$ cat src/rtl/mem_ctrl.sv
// mem_ctrl: memory access controller for the d16 core.
//
// Launches one bus access per FETCH or MEM control state. It holds the
// request until the bus acknowledges or the timeout expires. It then parks in
// DONE until control leaves the access state.
//
// Ports:
//   clk, rst           clock (rising edge), synchronous active-high reset
//   en                 core enable, gates only the launch of a new access
//   control_i          one-hot control state; STATE_FETCH / STATE_MEM decoded
//   pc_i               fetch byte address
//   data_addr_i        load/store byte address
//   data_wdata_i       store data
//   data_we_i          1 = store, 0 = load
//   data_byte_i        1 = byte access, 0 = word access
//   mem_wait_o         combinational stall back to control
//   instr_o            last fetched instruction word
//   rdata_o            last load result
//   fault_o            one-cycle pulse when an access times out
//   bus_req_o          bus request, held until ack or abort
//   bus_we_o           bus write strobe
//   bus_addr_o         bus word address (byte address [15:1])
//   bus_be_o           byte enables, bit0 = low byte / even address
//   bus_wdata_o        bus write data
//   bus_ack_i          access complete, bus_rdata_i valid in the same cycle
//   bus_rdata_i        bus read data
module mem_ctrl #(
    parameter int unsigned TIMEOUT         = 255,
    parameter int unsigned CONTROL_BIT_MAX = 7,
    parameter int unsigned STATE_FETCH     = 0,
    parameter int unsigned STATE_MEM       = 1
) (
    input  logic                     clk,
    input  logic                     rst,
    input  logic                     en,
    input  logic [CONTROL_BIT_MAX:0] control_i,
    input  logic [15:0]              pc_i,
    input  logic [15:0]              data_addr_i,
    input  logic [15:0]              data_wdata_i,
    input  logic                     data_we_i,
    input  logic                     data_byte_i,
    output logic                     mem_wait_o,
    output logic [15:0]              instr_o,
    output logic [15:0]              rdata_o,
    output logic                     fault_o,
    output logic                     bus_req_o,
    output logic                     bus_we_o,
    output logic [14:0]              bus_addr_o,
    output logic [1:0]               bus_be_o,
    output logic [15:0]              bus_wdata_o,
    input  logic                     bus_ack_i,
    input  logic [15:0]              bus_rdata_i
);

    localparam logic [1:0] ST_IDLE = 2'd0;
    localparam logic [1:0] ST_BUSY = 2'd1;
    localparam logic [1:0] ST_DONE = 2'd2;

    localparam logic [7:0] TIMEOUT_C = 8'(TIMEOUT);

    logic [1:0]  state_q,       state_d;
    logic        bus_req_q,     bus_req_d;
    logic        bus_we_q,      bus_we_d;
    logic [14:0] bus_addr_q,    bus_addr_d;
    logic [1:0]  bus_be_q,      bus_be_d;
    logic [15:0] bus_wdata_q,   bus_wdata_d;
    logic [15:0] instr_q,       instr_d;
    logic [15:0] rdata_q,       rdata_d;
    logic        fault_q,       fault_d;
    logic [7:0]  timeout_cnt_q, timeout_cnt_d;
    logic        is_fetch_q,    is_fetch_d;
    logic        is_byte_q,     is_byte_d;

    logic        ctl_fetch;
    logic        ctl_mem;
    logic        ctl_access;
    logic [7:0]  cnt_inc;
    logic [7:0]  sel_byte;
    logic        unused_inputs;

    assign ctl_fetch  = control_i[STATE_FETCH];
    assign ctl_mem    = control_i[STATE_MEM];
    assign ctl_access = ctl_fetch | ctl_mem;
    assign cnt_inc    = timeout_cnt_q + 8'd1;

    // The enabled lane of a byte access also selects which half of the read
    // word is returned.
    assign sel_byte   = bus_be_q[1] ? bus_rdata_i[15:8] : bus_rdata_i[7:0];

    // Only the two access bits of control_i are decoded, and fetches are
    // always word aligned.
    assign unused_inputs = ^{control_i, pc_i[0]};

    always_comb begin
        state_d       = state_q;
        bus_req_d     = bus_req_q;
        bus_we_d      = bus_we_q;
        bus_addr_d    = bus_addr_q;
        bus_be_d      = bus_be_q;
        bus_wdata_d   = bus_wdata_q;
        instr_d       = instr_q;
        rdata_d       = rdata_q;
        fault_d       = 1'b0;
        timeout_cnt_d = timeout_cnt_q;
        is_fetch_d    = is_fetch_q;
        is_byte_d     = is_byte_q;

        case (state_q)
            ST_IDLE: begin
                if (en && ctl_access) begin
                    state_d   = ST_BUSY;
                    bus_req_d = 1'b1;
                    if (ctl_fetch) begin
                        is_fetch_d  = 1'b1;
                        is_byte_d   = 1'b0;
                        bus_we_d    = 1'b0;
                        bus_addr_d  = pc_i[15:1];
                        bus_be_d    = 2'b11;
                        bus_wdata_d = 16'h0000;
                    end else begin
                        is_fetch_d = 1'b0;
                        is_byte_d  = data_byte_i;
                        bus_we_d   = data_we_i;
                        // Word accesses ignore address bit 0 (aligned down).
                        bus_addr_d = data_addr_i[15:1];
                        if (data_byte_i) begin
                            bus_be_d    = data_addr_i[0] ? 2'b10 : 2'b01;
                            bus_wdata_d = {data_wdata_i[7:0], data_wdata_i[7:0]};
                        end else begin
                            bus_be_d    = 2'b11;
                            bus_wdata_d = data_wdata_i;
                        end
                    end
                end
            end

            ST_BUSY: begin
                // An ack in the last allowed cycle wins over the timeout.
                if (bus_ack_i) begin
                    state_d   = ST_DONE;
                    bus_req_d = 1'b0;
                    if (is_fetch_q) begin
                        instr_d = bus_rdata_i;
                    end else if (!bus_we_q) begin
                        rdata_d = is_byte_q ? {8'h00, sel_byte} : bus_rdata_i;
                    end
                end else begin
                    timeout_cnt_d = cnt_inc;
                    if (cnt_inc == TIMEOUT_C) begin
                        state_d   = ST_DONE;
                        bus_req_d = 1'b0;
                        fault_d   = 1'b1;
                        if (is_fetch_q) begin
                            instr_d = 16'hFFFF;
                        end else begin
                            rdata_d = 16'hFFFF;
                        end
                    end
                end
            end

            ST_DONE: begin
                if (!ctl_access) begin
                    state_d       = ST_IDLE;
                    timeout_cnt_d = 8'd0;
                end
            end

            default: begin
                state_d = ST_IDLE;
            end
        endcase
    end

    always_ff @(posedge clk) begin
        if (rst) begin
            state_q       <= ST_IDLE;
            bus_req_q     <= 1'b0;
            bus_we_q      <= 1'b0;
            bus_addr_q    <= 15'h0000;
            bus_be_q      <= 2'b00;
            bus_wdata_q   <= 16'h0000;
            instr_q       <= 16'h0000;
            rdata_q       <= 16'h0000;
            fault_q       <= 1'b0;
            timeout_cnt_q <= 8'd0;
            is_fetch_q    <= 1'b0;
            is_byte_q     <= 1'b0;
        end else begin
            state_q       <= state_d;
            bus_req_q     <= bus_req_d;
            bus_we_q      <= bus_we_d;
            bus_addr_q    <= bus_addr_d;
            bus_be_q      <= bus_be_d;
            bus_wdata_q   <= bus_wdata_d;
            instr_q       <= instr_d;
            rdata_q       <= rdata_d;
            fault_q       <= fault_d;
            timeout_cnt_q <= timeout_cnt_d;
            is_fetch_q    <= is_fetch_d;
            is_byte_q     <= is_byte_d;
        end
    end

    // The stall is decoded straight from control so that the access state
    // needs no bubble on entry.
    assign mem_wait_o  = ctl_access && (state_q != ST_DONE);
    assign instr_o     = instr_q;
    assign rdata_o     = rdata_q;
    assign fault_o     = fault_q;
    assign bus_req_o   = bus_req_q;
    assign bus_we_o    = bus_we_q;
    assign bus_addr_o  = bus_addr_q;
    assign bus_be_o    = bus_be_q;
    assign bus_wdata_o = bus_wdata_q;

endmodule

$ cat config.mk
export PLATFORM = sky130hd
export DESIGN_NAME = mem_ctrl
export DESIGN_NICKNAME = d
export VERILOG_FILES = /design/src/rtl/mem_ctrl.sv
export SDC_FILE = /design/constraint.sdc
export NUM_CORES = 1
export LEC_CHECK = 0
export ABC_AREA = 0
export CAP_MARGIN = 20
export CORE_ASPECT_RATIO = 1.4
export CORE_MARGIN = 5
export CORE_UTILIZATION = 62
export CTS_CLUSTER_SIZE = 28
export DETAILED_ROUTE_END_ITERATION = 6
export DONT_BUFFER_PORTS = 1
export GPL_TIMING_DRIVEN = 0
export HOLD_SLACK_MARGIN = 0.03
export PLACE_DENSITY = 0.77
export SLEW_MARGIN = 20
export SYNTH_ARGS = -nofsm -noshare
export SYNTH_HDL_FRONTEND = slang
export SYNTH_SLANG_ARGS = --single-unit
$ cat constraint.sdc
create_clock -name clk -period 3.1 [get_ports clk]
set_input_delay 0.62 -clock clk [delete_from_list [all_inputs] [get_ports clk]]
set_output_delay 0.62 -clock clk [all_outputs]
set_load 0.01 [all_outputs]
==> impl_results.md <==
- Crit path arrival time: 2.47 ns
- Die width: 75.17 um
- Area Growth Syn to Fin: 7.502%
- Clock Path Buffers: 2
- GR Util met3: 0.1043
- Final hold violations: 0
- Cts hold-fix bufs: 0
- Post-synthesis cell count: 435
- Critical path's slowest cell: dfxtp_1
- Fmax: 449.4 MHz
- Core area: 5822 um2
- Avg Cell Area, Syn: 8.474 um2
- First-pass detailed-route iteration total: 6
- Overall global routing resource usage: 0.2487
- VDD IR max: 0.4014 mV
- PortBufs: 0
- Clk root buf: clkbuf_8
- Post-CTS Setup Inserts: 0
- Setup CP Type: flop to flop
- Final cell count without fillers: 521
- Via count of the routed design: 3172
- Remaining routing DRC violations: 0
- Unique masters post-synth: 44
- CTS HTree Levels: 3
- Drt wl/cell: 17.98 um
- Fillers: 509
- Fin crit share: 0.7177
- Initial antenna violation count: 0
- CTS tree: built
- Finished Core Util: 0.6806
- Ranking of synthesized cells by area: dfxtp_1 43%, mux2i_1 6.2%, nor2_1 5.9%, nor3_1 4.8%, nand2_1 4.7%
- Die area: 7609 um2
- WL final: 9370 um
- DP Cell Count: 505
- Final setup vio count: 0
- Layout cells sized above 1: 0.09091
- GR met1 Demand/Resource: 0.2617
- Ys Warns: 0
- Buf+Inv Stages, Crit Path: 2
- Top delay family on crit path: compound AO/OA/AOI/OAI gates
- Crit end category: flop
- Register bit total from synthesis: 80
- Largest net degree at the start of global routing: 14
- Via density per instance: 6.088
- Vias in the first global route: 3136
- Clk_lat worst skew: 0.36 ns
- GR Util met2: 0.4302
- Overall power: 2.101 mW
- P_leak: 1.498 nW
- GP Congestion: 0.8800
- Synth async-reset ratio: 0
- Critical path cell sequence: ha_1, nand3_1, o21a_1, o22a_1, a21o_1, buf_6, buf_8, o21a_1
- RSZ-0062 raised after global routing: false
- Most frequent CP cell: o21a_1
- Layout Skew: 0.01103 ns
- Hold WS: 0.3720 ns
- Antenna diodes: 0
- First-pass GRT wire length: 14590 um
- Io pins: 147
- Hold WC Path Type: input port to flop
- Initial DRC Count: 198
- Pwr Density: 530.1 nW/um2
- Busiest grt layer: met2
- Mapped Nets: 515
- Slew headroom: 0.3323
- Netlist Area Pre-Place: 3686 um2
- Setup crit start kind: flop
- Number of synthesized flops with an enable pin: 0
- Antenna Violating Nets Remaining: 0
- CP max stage delay: 0.51 ns
- Top-area cell type share of the netlist area: 0.4345
- FP Rows: 33
- Min Clock Period, post-route: 2.225 ns
- Maxcap violations: 0
- Worst Tran Pin Value: 1.002 ns
- Initial Util: 0.6331
- Crit Path Max Fanout: 10
- CTS resizes: 0
- Critical Path RT: 3.34 ns
- Final Max Slew Viols: 0
- Status: completed
- TNS Setup: 0 ns
- Remaining global-route overflow: 0
- HPWL Detailed: 7230 um
- Ys flop type: dfxtp_1
- Post-layout net count: 526
- CTS Buf Count: 9
- Clock-pin transition on the worst setup and hold timing paths: 0.08 ns
- Synth area leader: dfxtp_1
- Sequential share of the synthesized area: 0.4345
- Die H: 101.2 um
- Sink Count: 80
==> worst paths after layout <==
check                                startpoint                     endpoint  slack [ns]  cells after the start
setup / recovery  timeout_cnt_q[0]$_SDFFE_PP0P_      instr_o[9]$_SDFFE_PP0P_        0.88                      8
hold / removal                   data_addr_i[0]     bus_be_o[0]$_SDFFE_PP0P_        0.37                      1
setup reg to reg  timeout_cnt_q[0]$_SDFFE_PP0P_      instr_o[9]$_SDFFE_PP0P_        0.88                      8
hold reg to reg     bus_wdata_o[3]$_SDFFE_PP0P_  bus_wdata_o[3]$_SDFFE_PP0P_        0.50                      2
==> final cells by class <==
| type | count | area (um2) | area share |
|---|---|---|---|
| multi-input combinational | 318 | 1916 | 0.4834 |
| sequential | 80 | 1602 | 0.4042 |
| buffer | 33 | 153.9 | 0.03884 |
| clock buffer | 11 | 131.4 | 0.03315 |
| tap | 70 | 87.58 | 0.02210 |
| clock inverter | 5 | 57.56 | 0.01452 |
| inverter | 4 | 15.01 | 0.003789 |
==> cell families (layout without fill, tap and decap cells) <==
group,count (synthesis),after routing,share of synthesized area
buffers and inverters,37,53,0.04582
and+or+nand+nor,189,189,0.2492
AOI/OAI and AO/OA,104,104,0.2013
DFF,80,80,0.4345
adders and majority gates,2,2,0.006788
muxes,23,23,0.06246
==> worst reg2reg max path, delay by kind of cell, from the launching register on <==
family / cells / cell delay, ns
AO/OA/AOI/OAI: 4 / 0.84
flip-flops: 1 / 0.51
adder cells (fa/ha/maj): 1 / 0.31
buffers and inverters: 2 / 0.27
AND/OR/NAND/NOR: 1 / 0.19
==> sequential cells by signal, summed over array words and instances, names as in the netlist <==
signal         cells
bus_addr_o        15
bus_be_o           2
bus_req_o          1
bus_wdata_o       16
bus_we_o           1
fault_o            1
instr_o           16
is_byte_q          1
is_fetch_q         1
rdata_o           16
state_q            2
timeout_cnt_q      8
==> per-stage QoR <==
step	setup slack, ns	instance area, um2
6_report	0.8750	3963
4_1_cts	0.8799	3963
3_5_place_dp	0.8919	3774
3_3_place_gp	0.9520	3774
2_1_floorplan	1.123	3686
5_1_grt	0.6666	3963
==> synth_stat cells (all sizes together) (2+ instances only) <==
cell type / n
a311oi: 2
nand3: 3
o31ai: 2
dfxtp: 80
and2: 4
o21a: 18
clkbuf: 21
mux2i: 23
nand4: 2
or3: 9
a21oi: 30
nand3b: 10
nor2: 58
o2bb2ai: 2
a31o: 8
inv: 3
a21o: 2
o21ai: 8
buf: 12
nand2b: 11
nand2: 46
nor3: 35
ha: 2
a221oi: 9
nor2b: 6
a211oi: 17
==> cells in the final DEF, fill, tap and decap left out, types with 2 or more instances in the layout <==
cell type and count:
a211oi_1 17, a221oi_2 2, o2bb2ai_1 2, clkbuf_1 23
nand2_1 46, buf_2 9, nand2b_1 11, clkbuf_8 9
nor2b_1 6, a21o_1 2, inv_1 3, and2_1 4
mux2i_1 23, a311oi_1 2, a21oi_1 30, or3_1 9
o31ai_1 2, a221oi_1 7, dfxtp_1 80, nand3_1 2
o21ai_0 8, o21a_1 18, clkinvlp_4 3, nor3_1 35
ha_1 2, nand3b_1 10, nor2_1 58, a31o_2 8
==> routing by layer <==
metal	routed length, um	share of wire	vias to the layer above
met5	0	0	-
met4	170	0.018	0
met3	1116	0.12	15
met2	4798	0.51	145
met1	3285	0.35	1451
li1	-	-	1561
==> power breakdown <==
part / switching, mW / internal [mW] / leakage (nW)
clock network: 0.376 / 0.371 / 0.0856
registers: 0.0606 / 1.08 / 0.652
logic: 0.130 / 0.0849 / 0.760
total: 0.567 / 1.53 / 1.50
(Power assumes the default switching activity.)
